==> config.mk <==
export PLATFORM = sky130hd
export DESIGN_NAME = ram_bist_controller
export DESIGN_NICKNAME = d
export VERILOG_FILES = /design/src/rtl/ram_bist_controller.sv
export SDC_FILE = /design/constraint.sdc
export NUM_CORES = 1
export LEC_CHECK = 0
export CAP_MARGIN = 20
export CORE_MARGIN = 2
export CORE_UTILIZATION = 30
export CTS_CLUSTER_DIAMETER = 120
export DETAILED_ROUTE_END_ITERATION = 10
export GPL_TIMING_DRIVEN = 0
export PLACE_DENSITY = 0.55
export SYNTH_ARGS = -nofsm -noshare
export SYNTH_HDL_FRONTEND = slang
export SYNTH_SLANG_ARGS = --single-unit
==> constraint.sdc <==
create_clock -name clk -period 3.4 [get_ports clk]
set_input_delay 0.85 -clock clk [delete_from_list [all_inputs] [get_ports clk]]
set_output_delay 0.85 -clock clk [all_outputs]
set_load 0.05 [all_outputs]
==> src/rtl/ram_bist_controller.sv <==
// March self-test for a single-port RAM: W0/R0 with P(a)=a^seed, then W1/R1 with ~P(a).
// Latency: busy for 4*2^ADDR_WIDTH + 2*READ_LATENCY cycles after an accepted start.
// Backpressure: none; start is ignored while busy and on the cycle DONE is entered.
module ram_bist_controller #(
  parameter int ADDR_WIDTH   = 6,
  parameter int DATA_WIDTH   = 8,
  parameter int READ_LATENCY = 1
) (
  input  logic                  clk,
  input  logic                  rst_n,
  input  logic                  start,
  input  logic [DATA_WIDTH-1:0] seed,
  output logic                  busy,
  output logic                  done,
  output logic                  pass,
  output logic [ADDR_WIDTH+1:0] err_count,
  output logic [ADDR_WIDTH-1:0] fail_addr,
  output logic                  fail_phase,
  output logic                  ram_we,
  output logic [ADDR_WIDTH-1:0] ram_write_addr,
  output logic [ADDR_WIDTH-1:0] ram_read_addr,
  output logic [DATA_WIDTH-1:0] ram_wdata,
  input  logic [DATA_WIDTH-1:0] ram_rdata
);

  localparam int CW = ADDR_WIDTH + 2;
  localparam int PW = (ADDR_WIDTH > DATA_WIDTH) ? ADDR_WIDTH : DATA_WIDTH;
  localparam logic [CW-1:0] W_LAST = CW'((1 << ADDR_WIDTH) - 1);
  localparam logic [CW-1:0] R_LAST = CW'((1 << ADDR_WIDTH) - 1 + READ_LATENCY);

  localparam logic [2:0] IDLE = 3'd0;
  localparam logic [2:0] W0   = 3'd1;
  localparam logic [2:0] R0   = 3'd2;
  localparam logic [2:0] W1   = 3'd3;
  localparam logic [2:0] R1   = 3'd4;
  localparam logic [2:0] DONE = 3'd5;

  logic [2:0]            state;
  logic [CW-1:0]         cnt;
  logic [DATA_WIDTH-1:0] seed_q;
  logic [ADDR_WIDTH-1:0] addr;
  logic [PW-1:0]         addr_ext;
  logic [DATA_WIDTH-1:0] exp_word;
  logic                  in_w, in_r, issue_vld, start_ok, phase_end, mismatch;
  logic                  cmp_vld, cmp_phase;
  logic [ADDR_WIDTH-1:0] cmp_addr;
  logic [DATA_WIDTH-1:0] cmp_exp;

  assign addr      = cnt[ADDR_WIDTH-1:0];
  assign addr_ext  = PW'(addr);
  assign in_w      = (state == W0) || (state == W1);
  assign in_r      = (state == R0) || (state == R1);
  // cnt runs past the last address during the read drain; no new reads then
  assign issue_vld = in_r && (cnt <= W_LAST);
  assign start_ok  = start && ((state == IDLE) || (state == DONE));
  assign phase_end = in_w ? (cnt == W_LAST) : (in_r && (cnt == R_LAST));

  always_comb begin
    exp_word = addr_ext[DATA_WIDTH-1:0] ^ seed_q;
    if ((state == W1) || (state == R1)) exp_word = ~exp_word;
  end

  assign ram_we         = in_w;
  assign ram_write_addr = in_w ? addr : '0;
  assign ram_wdata      = in_w ? exp_word : '0;
  assign ram_read_addr  = issue_vld ? addr : '0;
  assign busy           = (state != IDLE) && (state != DONE);
  assign done           = (state == DONE);
  assign pass           = done && (err_count == '0);

  // expected word, address and phase ride alongside the RAM read pipeline
  generate
    if (READ_LATENCY == 0) begin : g_nopipe
      assign cmp_vld   = issue_vld;
      assign cmp_addr  = addr;
      assign cmp_exp   = exp_word;
      assign cmp_phase = (state == R1);
    end else begin : g_pipe
      logic [READ_LATENCY-1:0] pv, pp;
      logic [ADDR_WIDTH-1:0]   pa [READ_LATENCY];
      logic [DATA_WIDTH-1:0]   pe [READ_LATENCY];

      always_ff @(posedge clk or negedge rst_n) begin
        if (!rst_n) begin
          pv <= '0;
          pp <= '0;
          for (int i = 0; i < READ_LATENCY; i++) begin
            pa[i] <= '0;
            pe[i] <= '0;
          end
        end else begin
          pv[0] <= issue_vld;
          pp[0] <= (state == R1);
          pa[0] <= addr;
          pe[0] <= exp_word;
          for (int i = 1; i < READ_LATENCY; i++) begin
            pv[i] <= pv[i-1];
            pp[i] <= pp[i-1];
            pa[i] <= pa[i-1];
            pe[i] <= pe[i-1];
          end
        end
      end

      assign cmp_vld   = pv[READ_LATENCY-1];
      assign cmp_phase = pp[READ_LATENCY-1];
      assign cmp_addr  = pa[READ_LATENCY-1];
      assign cmp_exp   = pe[READ_LATENCY-1];
    end
  endgenerate

  assign mismatch = cmp_vld && (ram_rdata != cmp_exp);

  always_ff @(posedge clk or negedge rst_n) begin
    if (!rst_n) begin
      state      <= IDLE;
      cnt        <= '0;
      seed_q     <= '0;
      err_count  <= '0;
      fail_addr  <= '0;
      fail_phase <= 1'b0;
    end else if (start_ok) begin
      state      <= W0;
      cnt        <= '0;
      seed_q     <= seed;
      err_count  <= '0;
      fail_addr  <= '0;
      fail_phase <= 1'b0;
    end else begin
      if (phase_end) begin
        cnt <= '0;
        case (state)
          W0:      state <= R0;
          R0:      state <= W1;
          W1:      state <= R1;
          R1:      state <= DONE;
          default: state <= state;
        endcase
      end else if (in_w || in_r) begin
        cnt <= cnt + 1'b1;
      end
      if (mismatch) begin
        if (err_count != '1) err_count <= err_count + 1'b1;
        if (err_count == '0) begin
          fail_addr  <= cmp_addr;
          fail_phase <= cmp_phase;
        end
      end
    end
  end

endmodule

### Word level (Yosys, flattened, before mapping)

Index checks and enable logic that the tools add are counted.

* reductions and logical operators: 23
* add/sub/neg operators: 2
* bitwise logic cells: 2
* mux-type cells: 20
* equal/unequal tests: 10
* $lt $le $gt $ge: 1

Operators with widths (count)
* 8-bit 2-to-1 mux: 8
* 6-bit 2-to-1 mux: 5
* 8-bit by 1-bit adder with 8-bit output, second input constant: 2
* 3-bit one-hot mux with 4 select lines: 1
* 8-bit by 6-bit equality test with 1-bit output, second input constant: 1
* 8-bit by 7-bit equality test with 1-bit output, second input constant: 1
* 8-bit by 6-bit <= comparator with 1-bit output, second input constant: 1
* 8-bit zero test: 1
* 8-bit inequality test: 1
* 8-bit inequality test, second input constant: 1
* 8-bit NOT: 1
* 2-bit nonzero test: 4
* 6-bit by 8-bit XOR with 8-bit output: 1
* 3-bit by 2-bit equality test with 1-bit output, second input constant: 2
* 3-bit equality test, second input constant: 2
* 1-bit logical AND: 6
* 3-bit 2-to-1 mux: 2
* 2-bit AND reduction: 3
* 3-bit nonzero test: 2
* 1-bit logical OR: 5
* 5-bit nonzero test: 1
* 1-bit 2-to-1 mux: 4
* 3-bit by 1-bit equality test with 1-bit output, second input constant: 1
* 3-bit zero test: 1
* 3-bit inequality test, second input constant: 1

* input bits: 19
* register bits: 50

### Depth between registers and ports, before layout

* word-level depth: 6
* gate-level depth with buffers: 8

### Least setup slack after synthesis

Ideal clock, no wire load.

* path kind: register -> output
* from: register err_count[0]
* to: output pass
* buffers on the path: 0
* setup slack: 0.720 ns
* stages on the path, launching flop included: 6
* arrival time: 1.830 ns
* path through: dfrtp_1 inv_1 ha_1 or4b_4 nor4_4 and2_2

* cells in the longest elaborated chain, start to end: 2

Ends and longest elaborated chain
* start: declaration: line 16 `output logic [ADDR_WIDTH+1:0] err_count,`
* start signal: assignment: line 143 `if (err_count != '1) err_count <= err_count + 1'b1;`
* 8-bit zero test: line 69 `assign pass = done && (err_count == '0);`
* 1-bit logical AND: line 69
* end: declaration: line 15 `output logic pass,`

No other way between the ends.

### Worst setup path after layout

Same ends and word-level chain as after synthesis.

==> metrics.csv <==
metric,value,unit
largest area contributor in the synthesized netlist,dfrtp_1,
Post-Synthesis Cells,245,
routability cong.,0.822,
H-tree depth,2,
synth cell count leaders,"50 x dfrtp_1, 33 x nand2_1, 21 x xnor2_1",
CP Depth,6,
latest clock arrival within the worst-skew pair,0.30,ns
CP max FO,6,
Max VDD drop,0.166,mV
Crit Path Class,flop to output port,
max-slew violations,0,
Mapped Area,2510,um2
worst slew pin tran,0.525,ns
Worst Setup End Kind,output port,
DR vias,1901,
Area Growth Syn to Fin,33.3,%
number of synthesized flops with an enable pin,0,
Clock Path Buffers,2,
PwrDens,536,nW/um2
DRT iter0 DRCs,59,
CTS buffer count,5,
Clock transition at path regs,0.10,ns
die footprint,9100,um2
Ys Warns,0,
Final min period,3.23,ns
DP Wirelength,4250,um
initial antenna violation count,0,
Slew HR,64.9,%
CP top delay family,simple AND/OR/NAND/NOR gates,
post-synthesis cell type count,42,
Port-buffer cells,57,
CP Data Arrival Time,2.38,ns
placed inst area,3220,um2
Final ANT Viol Nets,0,
fin crit share,94.9,%
routed wire length,5760,um
Min-Delay Path Class,flop to flop,
router iterations before antenna repair,4,
Starting Density,30.7,%
area share of the largest cell type after synthesis,49.9,%
skew final,0.00685,ns
drt wl/cell,13.8,um
outcome,"complete, no violations",
post-detailed-route DRC marker count,0,
# diodes,0,
CP Cell Sequence,inv_1 > ha_1 > or4b_4 > nor4_4 > and2_2 > dlygate4sd2_1,
top post-synthesis cells by area,"dfrtp_1 50%, xnor2_1 7.3%, and2_1 5.0%",
first-pass GRT wire length,9270,um
Finished Cell Area,3340,um2
asr flop ratio synth,100,%
Leakage Power,0.00154,uW
Hold Slack,0.384,ns
Die X,95.4,um
Max Freq,310,MHz
gr usage total,13.5,%
crit path launch type,flop,
TritonCTS clock tree,yes,
core area,8180,um2
CP Data Required Time,2.55,ns
"Seq/Total Area, Yosys",49.9,%
most common cell in the netlist,dfrtp_1,
Via density,4.57,
Sink Count,50,
layout net count,333,
final count of hold timing violations,0,
pin count of the biggest net entering global routing,31,
max-cap violation count,0,
Critical path buffers and inverters,2,
syn nets,268,
vias in the first global route,1811,
share of layout cells above drive strength 1,9.00,%
GRT overflow,0,
syn avg cell area,10.2,um2
num ports,58,
Worst path max stage delay,0.52,ns
Vert. Die Dim,95.4,um
Hold Crit Depth,0,
Most used DFF post-synth,dfrtp_1,
RSZ-0062 raised after global routing,false,
cts hold-fix bufs,0,
slowest library cell on the worst path,dlygate4sd2_1,
reg2reg path depth,7,
std cell rows,33,
Final setup viols,0,
"FF+latch count, synth",50,
FILL cells,799,
CTS root buffer,clkbuf_8,
where the power goes:
part	switching [uW]	internal, uW	leakage (uW)
registers	98.5	669	0.000610
clock network	200	220	0.0000514
logic	377	226	0.000882
total	676	1110	0.00154
logic make-up after synthesis:
logic type | Yosys count | synth area share (%)
and+or+nand+nor | 109 | 23.4
DFF | 50 | 49.9
xor gates and xnor gates | 30 | 10.5
AOI/OAI and AO/OA | 22 | 6.34
buffers and inverters | 21 | 4.24
muxes | 9 | 3.59
adders and majority gates | 4 | 2.00
sequential cells by signal, indices dropped and copies added, names as in the netlist, 3 cells and up:
| signal | cells |
|---|---|
| err_count | 8 |
| cmp_addr | 6 |
| state | 3 |
| seed_q | 8 |
| cnt | 8 |
| cmp_exp | 8 |
| fail_addr | 6 |
worst paths after layout:
path                                           from                        to  slack (ns)
min                              cnt[2]$_DFFE_PN0P_     cmp_addr[2]$_DFF_PN0_        0.38
max in group asynchronous                     rst_n        cnt[5]$_DFFE_PN0P_        2.37
min reg2reg                      cnt[2]$_DFFE_PN0P_     cmp_addr[2]$_DFF_PN0_        0.38
max                        err_count[0]$_DFFE_PN0P_                      pass        0.17
max reg2reg                err_count[0]$_DFFE_PN0P_  fail_addr[2]$_DFFE_PN0P_        1.46
min in group asynchronous                     rst_n  fail_addr[0]$_DFFE_PN0P_        0.50
cell usage in the layout (no fill, tap or decap), types with 2 or more instances in the layout:
cell,n
buf_6,2
clkdlybuf4s50_1,46
nand4_1,6
nor4_4,2
or3_1,3
nor3_1,6
buf_2,8
o211ai_1,2
nand2_1,33
and3_1,4
nand3_1,4
inv_1,9
dlygate4sd2_1,8
nor2_1,18
ha_1,4
dfrtp_1,50
and2_1,20
o21a_1,2
clkbuf_1,3
clkbuf_8,5
o31ai_1,3
or4_1,3
o21ai_0,3
mux2i_1,9
a21oi_1,6
xnor2_1,21
xor2_1,9
layout make-up:
cell class	instances	area (um2)	area share [%]
sequential	50	1250	37.5
multi-input combinational	174	1160	34.8
timing repair buffer	58	578	17.3
tap	105	131	3.93
clock buffer	6	72.6	2.17
buffer	12	72.6	2.17
clock inverter	2	37.5	1.12
inverter	9	33.8	1.01
metal layers:
| metal | wire length, um | GRT usage, % | up-vias |
|---|---|---|---|
| li1 | - | - | 952 |
| met1 | 2870 | 19.3 | 905 |
| met2 | 2650 | 20.8 | 40 |
| met3 | 193 | 2.69 | 4 |
| met4 | 46 | 3.57 | 0 |
| met5 | 0 | 0 | - |
stage by stage:
step | total power [uW] | setup TNS [ns] | cells | utilization (%) | worst slack, ns
after floorplan | 1160 | 0 | 245 | - | 0.720
after global placement | 1380 | -4.15 | 407 | 39.2 | -0.0853
after detailed placement | 1390 | 0 | 408 | 39.4 | 0.0750
after CTS | 1810 | 0 | 416 | 40.7 | 0.0280
after global routing | 1890 | 0 | 416 | 40.9 | 0.00499
final | 1790 | 0 | 416 | 40.9 | 0.172
timing repair:
action	4_1_cts	5_1_grt
gates resized for setup	10	3
cloned	0	0
setup endpoints to repair	15	8
setup buffers	0	0
(Power assumes the default switching activity.)
